===== src/rtl/pwm_multi_ctrl.sv =====
// Multi-channel PWM generator driven by debounced push-buttons on one clock.
// Duty edits land in shadow registers and load into the active set at each period boundary.
`timescale 1ns/1ps
module pwm_multi_ctrl #(
  parameter int CHANNELS    = 4,
  parameter int PERIOD      = 100,
  parameter int PRESC       = 1,
  parameter int FINE_STEP   = 1,
  parameter int COARSE_STEP = 5,
  parameter int DEBOUNCE    = 50000,
  parameter int INIT_DUTY   = 0,
  localparam int DW = $clog2(PERIOD + 1),
  localparam int CW = (CHANNELS > 1) ? $clog2(CHANNELS) : 1
) (
  input  logic                clk,
  input  logic                rst_n,
  input  logic                inc_f_n,
  input  logic                inc_c_n,
  input  logic                dec_f_n,
  input  logic                dec_c_n,
  input  logic [CW-1:0]       ch_sel,
  input  logic                center,
  output logic [CHANNELS-1:0] pwm,
  output logic [DW-1:0]       duty_sel,
  output logic                period_tick
);

  localparam int SW  = DW + 2;
  localparam int DBW = $clog2(DEBOUNCE + 1);
  localparam int PW  = (PRESC > 1) ? $clog2(PRESC) : 1;

  localparam logic [DW-1:0]        CNT_LAST   = DW'(PERIOD - 1);
  localparam logic [DW-1:0]        DUTY_MAX   = DW'(PERIOD);
  localparam logic [DW-1:0]        DUTY_INIT  = DW'(INIT_DUTY);
  localparam logic [DBW-1:0]       DB_LAST    = DBW'(DEBOUNCE - 1);
  localparam logic [PW-1:0]        PRESC_LAST = PW'(PRESC - 1);
  localparam logic signed [SW-1:0] FINE_S     = SW'(FINE_STEP);
  localparam logic signed [SW-1:0] COARSE_S   = SW'(COARSE_STEP);
  localparam logic signed [SW-1:0] MAX_S      = $signed({2'b00, DUTY_MAX});

  localparam logic DIR_UP   = 1'b0;
  localparam logic DIR_DOWN = 1'b1;

  // Button lanes: 0 inc_f, 1 inc_c, 2 dec_f, 3 dec_c
  localparam int B_INC_F = 0;
  localparam int B_INC_C = 1;
  localparam int B_DEC_F = 2;
  localparam int B_DEC_C = 3;

  logic [3:0]           btn_raw;
  logic [3:0]           sync1_q, sync1_d, sync2_q, sync2_d;
  logic [3:0]           db_state_q, db_state_d;
  logic [DBW-1:0]       db_cnt_q [4];
  logic [DBW-1:0]       db_cnt_d [4];
  logic [3:0]           press_q, press_d;

  logic [PW-1:0]        presc_q, presc_d;
  logic                 en;
  logic                 boundary;
  logic [DW-1:0]        cnt_q, cnt_d;
  logic                 dir_q, dir_d;
  logic                 mode_q, mode_d;
  logic                 tick_q, tick_d;

  logic signed [SW-1:0] delta;
  logic signed [SW-1:0] sum [CHANNELS];
  logic [DW-1:0]        shadow_q [CHANNELS];
  logic [DW-1:0]        shadow_d [CHANNELS];
  logic [DW-1:0]        active_q [CHANNELS];
  logic [DW-1:0]        active_d [CHANNELS];
  logic [CHANNELS-1:0]  pwm_q, pwm_d;

  assign btn_raw = {dec_c_n, dec_f_n, inc_c_n, inc_f_n};

  // A lane flips only after DEBOUNCE consecutive clocks of disagreement.
  always_comb begin
    sync1_d    = btn_raw;
    sync2_d    = sync1_q;
    db_state_d = db_state_q;
    for (int b = 0; b < 4; b++) begin
      db_cnt_d[b] = '0;
      if (sync2_q[b] != db_state_q[b]) begin
        if (db_cnt_q[b] == DB_LAST) begin
          db_state_d[b] = sync2_q[b];
        end else begin
          db_cnt_d[b] = db_cnt_q[b] + 1'b1;
        end
      end
    end
    press_d = db_state_q & ~db_state_d;
  end

  always_comb begin
    delta = '0;
    if (press_q[B_INC_C]) delta = delta + COARSE_S;
    if (press_q[B_INC_F]) delta = delta + FINE_S;
    if (press_q[B_DEC_C]) delta = delta - COARSE_S;
    if (press_q[B_DEC_F]) delta = delta - FINE_S;
  end

  // Saturating update of the selected shadow; an unmatched ch_sel selects nothing.
  always_comb begin
    for (int i = 0; i < CHANNELS; i++) begin
      shadow_d[i] = shadow_q[i];
      sum[i]      = $signed({2'b00, shadow_q[i]}) + delta;
      if ((ch_sel == CW'(i)) && (|press_q)) begin
        if (sum[i] < 0) begin
          shadow_d[i] = '0;
        end else if (sum[i] > MAX_S) begin
          shadow_d[i] = DUTY_MAX;
        end else begin
          shadow_d[i] = sum[i][DW-1:0];
        end
      end
    end
  end

  always_comb begin
    en       = (presc_q == PRESC_LAST);
    presc_d  = en ? '0 : presc_q + 1'b1;
    boundary = en && (mode_q ? ((cnt_q == '0) && (dir_q == DIR_DOWN))
                             : (cnt_q == CNT_LAST));
    cnt_d    = cnt_q;
    dir_d    = dir_q;
    mode_d   = mode_q;
    tick_d   = boundary;
    if (boundary) begin
      cnt_d  = '0;
      dir_d  = DIR_UP;
      mode_d = center;
    end else if (en) begin
      if (!mode_q) begin
        cnt_d = cnt_q + 1'b1;
      end else if (dir_q == DIR_UP) begin
        // The top value is held for one extra step while turning around.
        if (cnt_q == CNT_LAST) dir_d = DIR_DOWN;
        else                   cnt_d = cnt_q + 1'b1;
      end else begin
        cnt_d = cnt_q - 1'b1;
      end
    end
  end

  // Compare against next-state values so duty and counter change in the same clock.
  always_comb begin
    for (int i = 0; i < CHANNELS; i++) begin
      active_d[i] = boundary ? shadow_q[i] : active_q[i];
      pwm_d[i]    = (cnt_d < active_d[i]);
    end
  end

  always_comb begin
    duty_sel = '0;
    for (int i = 0; i < CHANNELS; i++) begin
      if (ch_sel == CW'(i)) duty_sel = shadow_q[i];
    end
  end

  always_ff @(posedge clk or negedge rst_n) begin
    if (!rst_n) begin
      sync1_q    <= '1;
      sync2_q    <= '1;
      db_state_q <= '1;
      press_q    <= '0;
      for (int b = 0; b < 4; b++) db_cnt_q[b] <= '0;
      presc_q    <= '0;
      cnt_q      <= '0;
      dir_q      <= DIR_UP;
      mode_q     <= 1'b0;
      tick_q     <= 1'b0;
      pwm_q      <= '0;
      for (int i = 0; i < CHANNELS; i++) begin
        shadow_q[i] <= DUTY_INIT;
        active_q[i] <= DUTY_INIT;
      end
    end else begin
      sync1_q    <= sync1_d;
      sync2_q    <= sync2_d;
      db_state_q <= db_state_d;
      press_q    <= press_d;
      for (int b = 0; b < 4; b++) db_cnt_q[b] <= db_cnt_d[b];
      presc_q    <= presc_d;
      cnt_q      <= cnt_d;
      dir_q      <= dir_d;
      mode_q     <= mode_d;
      tick_q     <= tick_d;
      pwm_q      <= pwm_d;
      for (int i = 0; i < CHANNELS; i++) begin
        shadow_q[i] <= shadow_d[i];
        active_q[i] <= active_d[i];
      end
    end
  end

  assign pwm         = pwm_q;
  assign period_tick = tick_q;

endmodule


===== config.mk =====
export PLATFORM = sky130hd
export DESIGN_NAME = pwm_multi_ctrl
export DESIGN_NICKNAME = d
export VERILOG_FILES = /design/src/rtl/pwm_multi_ctrl.sv
export SDC_FILE = /design/constraint.sdc
export NUM_CORES = 1
export LEC_CHECK = 0
export ABC_AREA = 1
export BUFFER_PORTS_ARGS = -buffer_cell sky130_fd_sc_hd__buf_2
export CORE_UTILIZATION = 50
export CTS_CLUSTER_SIZE = 12
export DETAILED_ROUTE_END_ITERATION = 12
export GPL_TIMING_DRIVEN = 1
export PLACE_DENSITY = 0.71
export REMOVE_ABC_BUFFERS = 1
export SETUP_SLACK_MARGIN = 0.5
export SYNTH_ARGS = -nofsm -noshare
export SYNTH_HDL_FRONTEND = slang
export SYNTH_SLANG_ARGS = --single-unit

===== constraint.sdc =====
create_clock -name clk -period 4.05 [get_ports clk]
set_clock_uncertainty 0.15 [all_clocks]
set_input_delay 0.6075 -clock clk [delete_from_list [all_inputs] [get_ports clk]]
set_output_delay 0.6075 -clock clk [all_outputs]
set_load 0.1 [all_outputs]

==> flow_summary.yaml, run 1 <==
worst_hold_path:
  min-delay-path-class: "input port to async pin"
timing:
  hold_viol: 0
  max_freq_ghz: 0.293
  relSlewSlack_pct: 50.8
  rsz0062_at_grt: "yes"
  tightestPinTransition_ns: 0.733
  period_needed_ns: 3.41
  setup_viol: 0
  setup_tns_ns: 0
  drv_slew: 0
  fin_crit_sh_pct: 84.2
clock_network:
  clock_path_buffers: 2
  cts_tree: "yes"
  cts-buffers-inserted: 17
  h-tree-depth: 4
  clk_pin_slew_ns: 0.06
  numClockSinks: 150
  clockRootBuffer: "clkbuf_16"
  clock_latency_ns: 0.43
global_route:
  grt_usage_pct: 23.1
  grt-ovfl-total: 0
  grt_max_degree: 64
  grt_antenna_before_repair: 0
  grt_pass1_vias: 7840
  grt_pass1_wl_um: 36600
synthesis:
  synthArstFlopShare_pct: 100
  synth_edf_count: 0
  syn_area_per_cell_sq_um: 7.53
  syn_area_sq_um: 9660
  synth.distinct_cells: 42
  yosysTopAreaCellShare_pct: 35.8
  yosys_warnings: 0
  ys_ff_latch: 150
  yosysSeqAreaShare_pct: 39.0
  synth.area.top_cells: "dfrtp_1 36%, nand2_1 12%, ha_1 8.8%, inv_1 7.5%, nand3_1 5.1%"
  synthCells: 1282
  synthFlopType: "dfrtp_1"
  yosys.area.top_type: "dfrtp_1"
flow_run:
  cap_violations: 0
worst_setup_path:
  crit_path_start_kind: "flip-flop"
  path_max_fanout: 5
  critPathKind: "flip-flop to flip-flop"
  cp-end-kind: "flip-flop"
  crit_required_ns: 4.21
  cp_data_arrival_time_ns: 3.57
routing:
  ant_nets: 0
  viasPerCell: 5.16
  drtIter0Drc: 455
  detail_route.wl_per_cell_um: 13.5
  remaining_drc_errors: 0
  dr.pass1.iters: 5
  wirelength_um: 21600
  vias: 8274
pwr:
  ir_drop_v: 0.000297
  internal-power_w: 0.00260
  p_switching_w: 0.000731
  netSwitchingFraction_pct: 22.0
  leakage_nw: 5.65
  pwr_density_cell_nw_per_um2: 304
  combPwrFrac_pct: 2.7
  power_frac_clock_pct: 51.4
  seqPwrFrac_pct: 45.9
floorplanning:
  io_pins: 21
  core-area_sq_um: 18800
  dieArea_sq_um: 19900
  start_util_pct: 51.3
  die-height_um: 141
  fp-row-count: 50
  fp.dieW_um: 141
placed_design:
  dpl-instance-area_sq_um: 10100
  gp_congestion: 0.914
  dp_hpwl_um: 15900
  place.port_buffers: 20
cells_and_area:
  antenna_cells: 0
  final_common_cell: "nand2_1"
  drive_gt1_share_pct: 12.9
  final_cell_area_sq_um: 11000
  area_growth_pct: 13.5
  layout_common_cells: "301 x nand2_1, 188 x inv_1, 136 x dfrtp_1, 123 x nor2_1, 96 x nand3_1"
  fillers: 1678
  nets: 1413
run_status:
  outcome: "finished clean"
## cell families after synthesis
logic type,Yosys count,share of synthesized area [%]
flip-flops,150,39.0
AND/OR/NAND/NOR,673,31.7
multiplexers,1,0.117
AO/OA/AOI/OAI,150,8.32
buffers and inverters,206,8.23
XOR/XNOR,28,2.54
adder cells (fa/ha/maj),74,10.1
## final cells by class
cell class	instances	area [sq um]	share of cell area, %
timing repair buffer	39	274	2.50
sequential	150	3770	34.4
clock buffer	19	443	4.04
inverter	196	736	6.71
multi-input combinational	926	5220	47.6
tap	260	325	2.97
clock inverter	13	194	1.77
## per-layer routing
metal | global-route usage, % | share of wire [%]
met1 | 30.2 | 46
met2 | 38.8 | 48
met3 | 3.84 | 4.0
met4 | 8.24 | 2.3
met5 | 0 | 0
## metrics by stage
step / hold WS, ns / power [W] / cells / setup slack (ns) / utilization, %
after floorplan: 0.162 / 0.00160 / 1272 / 0.497 / -
after global placement: 0.196 / 0.00165 / 1562 / 0.474 / 53.7
after detailed placement: 0.198 / 0.00165 / 1562 / 0.427 / 53.7
after CTS: 0.0309 / 0.00337 / 1594 / 0.524 / 57.2
after global routing: 0.0590 / 0.00343 / 1603 / 0.435 / 58.2
final: 0.00776 / 0.00333 / 1603 / 0.640 / 58.2
## flip-flops by register name, summed over array words and instances, names as in the netlist
register	flops
mode_q	1
period_tick	1
db_state_q	4
dir_q	1
sync1_q	4
press_q	4
pwm	4
db_cnt_q	64
active_q	28
cnt_q	7
sync2_q	4
shadow_q	28
## power by group through the flow
stage / Clock [W] / Combinational, W / Sequential [W]
after floorplan: 0 / 0.0000447 / 0.00155
after global placement: 0 / 0.0000931 / 0.00155
after detailed placement: 0 / 0.0000949 / 0.00155
after CTS: 0.00175 / 0.0000950 / 0.00153
after global routing: 0.00179 / 0.000108 / 0.00153
final: 0.00171 / 0.0000912 / 0.00153
## synthesized netlist by cell type (2+ instances only)
cell       instances
a21oi_1           62
nor3_1            20
buf_6              2
or2_2             35
o22ai_1            4
nand3b_1          10
buf_2              3
inv_1            192
inv_2              4
xnor2_1            8
fa_1               6
nor4_1            15
o21a_1             5
nor2_4             2
nor3b_1           12
nand4_1           23
nand2_1          309
xor2_1            20
o31ai_1            2
o21ai_0           56
nand2_2            5
dfstp_2           12
nor2_1           123
nand3_1           99
a31o_2             3
nor2_2             8
o21ai_1           12
ha_1              68
and2_1             5
clkbuf_1           3
clkbuf_2           2
dfrtp_1          138
nor3_2             3
o2111ai_1          2
nor4_2             2
## final timing paths
check | start | end | slack (ns) | cells past startpoint
max | press_q[3] | shadow_q[2] | 0.64 | 21
max in group asynchronous | rst_n | sync2_q[2] | 2.81 | 2
min | rst_n | mode_q | 0.008 | 1
max reg2reg | press_q[3] | shadow_q[2] | 0.64 | 21
min in group clk | dec_c_n | sync1_q[3] | 0.12 | 1
min reg2reg | sync1_q[1] | sync2_q[1] | 0.20 | 0
## worst max-delay path: stages (launching register included)
cell	delay, ns
dfrtp_2	0.42
inv_2	0.07
fa_1	0.62
inv_1	0.06
ha_1	0.17
inv_1	0.05
nand2_1	0.06
nand4_1	0.13
xor2_1	0.18
inv_2	0.14
ha_4	0.32
nand2_1	0.05
inv_1	0.08
nand3_1	0.07
nor2_1	0.13
nor2_1	0.07
inv_1	0.05
nand2_1	0.05
nand2_1	0.13
nand2_2	0.09
o21ai_0	0.16
nand2_1	0.06
## what timing repair did
action / in CTS / in global routing
pin swaps: 0 / 2
gates resized for setup: 4 / 27
setup endpoints to repair: 13 / 32
hold buffers: 0 / 0
buffers inserted: 0 / 9
(Power assumes the default switching activity.)
==> run 2, diff against run 1 <==
==> constraint.sdc (replaced) <==
create_clock -name clk -period 3.2 [get_ports clk]
set_clock_uncertainty 0.15 [all_clocks]
set_input_delay 0.48 -clock clk [delete_from_list [all_inputs] [get_ports clk]]
set_output_delay 0.48 -clock clk [all_outputs]
set_load 0.1 [all_outputs]
==> run 2 against run 1 <==
The flow now finishes with violations (setup timing); largest cell class unchanged; cell area grew 8.0%; final cell count is 3.2% higher; largest power group unchanged; worst hold slack better by 0.097 ns; maximum frequency rose by 3.3%; die area is the same; sequential cell count unchanged; first-iteration DRC count up 36%; non-clock buffer count rose by 51; total power up 24%; sequential share of layout area shrank 2.6 points; via count rose by 4.7%; setup slack worse by 0.74 ns; highest routed layer unchanged.
==> flow_summary.yaml, run 2 (synthesis gave the netlist of run 1 again) <==
run_status:
  outcome: "finished with violations"
  violations: "setup timing"
floorplanning:
  core-area_sq_um: 18800
  fp-row-count: 50
  io_pins: 21
  fp.dieW_um: 141
  dieArea_sq_um: 19900
  start_util_pct: 51.3
  die-height_um: 141
global_route:
  grt_pass1_vias: 8155
  grt-ovfl-total: 0
  grt_usage_pct: 24.8
  grt_max_degree: 72
  grt_pass1_wl_um: 39000
  grt_antenna_before_repair: 0
routing:
  drtIter0Drc: 617
  vias: 8665
  dr.pass1.iters: 7
  detail_route.wl_per_cell_um: 14.5
  viasPerCell: 5.24
  ant_nets: 0
  remaining_drc_errors: 0
  wirelength_um: 23900
worst_setup_path:
  max_stage_delay_ns: 0.62
  crit_path_start_kind: "flip-flop"
  cp-end-kind: "flip-flop"
  crit_slowest_cell: "fa_2"
  crit_top_cell: "nand2_2"
  path_max_fanout: 5
  cp_data_arrival_time_ns: 3.52
  path_cells: "inv_2, fa_2, inv_2, ha_4, inv_2, nand2_2, nand4_1, xor2_1, inv_2, ha_4, nand2_4, nor2_1, nand2_1, nand3_2, nand2_2, nand2_2, nand2_2, nand2_2, nand2_2, nor2_4, nand3_2, nand2_1"
  crit_required_ns: 3.42
  critPathKind: "flip-flop to flip-flop"
timing:
  hold_viol: 0
  setup_viol: 25
  fin_crit_sh_pct: 103
  relSlewSlack_pct: 54.5
  tightestPinTransition_ns: 0.678
  rsz0062_at_grt: "yes"
  period_needed_ns: 3.30
  hold_ws_ns: 0.105
  max_freq_ghz: 0.303
  timing.final.ws_setup_ns: -0.101
  drv_slew: 0
clock_network:
  cts-buffers-inserted: 17
  cts_tree: "yes"
  h-tree-depth: 4
  numClockSinks: 150
  clk_pin_slew_ns: 0.07
  clockRootBuffer: "clkbuf_16"
  clock_path_buffers: 2
  clock_latency_ns: 0.43
flow_run:
  cap_violations: 0
placed_design:
  dp_hpwl_um: 16600
  place.port_buffers: 20
  gp_congestion: 0.915
  dpl-instance-area_sq_um: 10400
pwr:
  leakage_nw: 5.99
  ir_drop_v: 0.000334
  pwr_density_cell_nw_per_um2: 349
cells_and_area:
  antenna_cells: 0
  drive_gt1_share_pct: 23.5
  final_common_cell: "nand2_1"
  max_flop_register: "db_cnt_q"
  layout_common_cells: "266 x nand2_1, 179 x inv_1, 138 x dfrtp_1, 114 x nor2_1, 74 x nand3_1"
  final_cell_area_sq_um: 11800
  area_growth_pct: 22.6
  fin_util_pct: 62.9
  nets: 1464
  largest_reg_flops: 64
  largestRegisters: "db_cnt_q: 64 flops, active_q: 28 flops, shadow_q: 28 flops"
worst_hold_path:
  min-delay-path-class: "input port to flip-flop"
-- run 2: path summary, 6_finish.rpt --
kind                            slack [ns]            end  cells past startpoint       start
worst max-delay path                 -0.10   shadow_q[22]                     22  press_q[0]
max in group asynchronous             1.58  db_state_q[1]                      3       rst_n
worst min-delay path                  0.10         mode_q                      3      center
min in group asynchronous             0.46       cnt_q[6]                      2       rst_n
worst max register to register       -0.10   shadow_q[22]                     22  press_q[0]
worst min register to register        0.21     sync2_q[1]                      0  sync1_q[1]
-- run 2: per-stage QoR --
stage | setup WS [ns] | TNS (ns) | power [W] | cells
3_3_place_gp | -0.167 | -2.68 | 0.00209 | 1598
4_1_cts | -0.0841 | -0.624 | 0.00417 | 1645
6_report | -0.101 | -1.52 | 0.00413 | 1654
3_5_place_dp | -0.250 | -5.10 | 0.00209 | 1598
5_1_grt | -0.322 | -6.83 | 0.00426 | 1654
2_1_floorplan | -0.106 | -0.802 | 0.00202 | 1272
-- run 2: power breakdown --
group / switching, W / internal, W
clock: 0.000945 / 0.00112
combinational: 0.0000907 / 0.0000350
sequential: 0.0000131 / 0.00192
-- run 2: repair_timing --
action	in CTS	in global routing
buffers inserted	9	9
hold endpoints to repair	65	0
resized for setup	81	104
pin swaps	35	39
gates cloned	1	0
hold buffers	5	0
endpoints found under the setup margin	32	32
-- run 2: layout make-up --
type                       count  area (sq um)
tap                          260           325
sequential                   150          3770
clock buffer                  17           425
clock inverter                15           179
timing repair buffer          90           684
inverter                     196           736
multi-input combinational    926          5720
fill                        1583          6990
-- run 2: worst max-delay path, delay by kind of cell, from the launching register on --
| kind | cells | cell delay (ns) |
|---|---|---|
| AND/OR/NAND/NOR | 14 | 1.11 |
| adder cells (fa/ha/maj) | 3 | 1.10 |
| flip-flops | 1 | 0.36 |
| buffers and inverters | 4 | 0.32 |
| XOR/XNOR | 1 | 0.20 |
-- run 2: metal layers --
| layer | track usage [%] | wire [um] | vias to the layer above |
|---|---|---|---|
| met3 | 4.25 | 1100 | 51 |
| met4 | 7.38 | 608 | 0 |
| li1 | - | - | 4344 |
| met5 | 0 | 0 | - |
| met2 | 42.1 | 11600 | 221 |
| met1 | 32.3 | 10600 | 4049 |
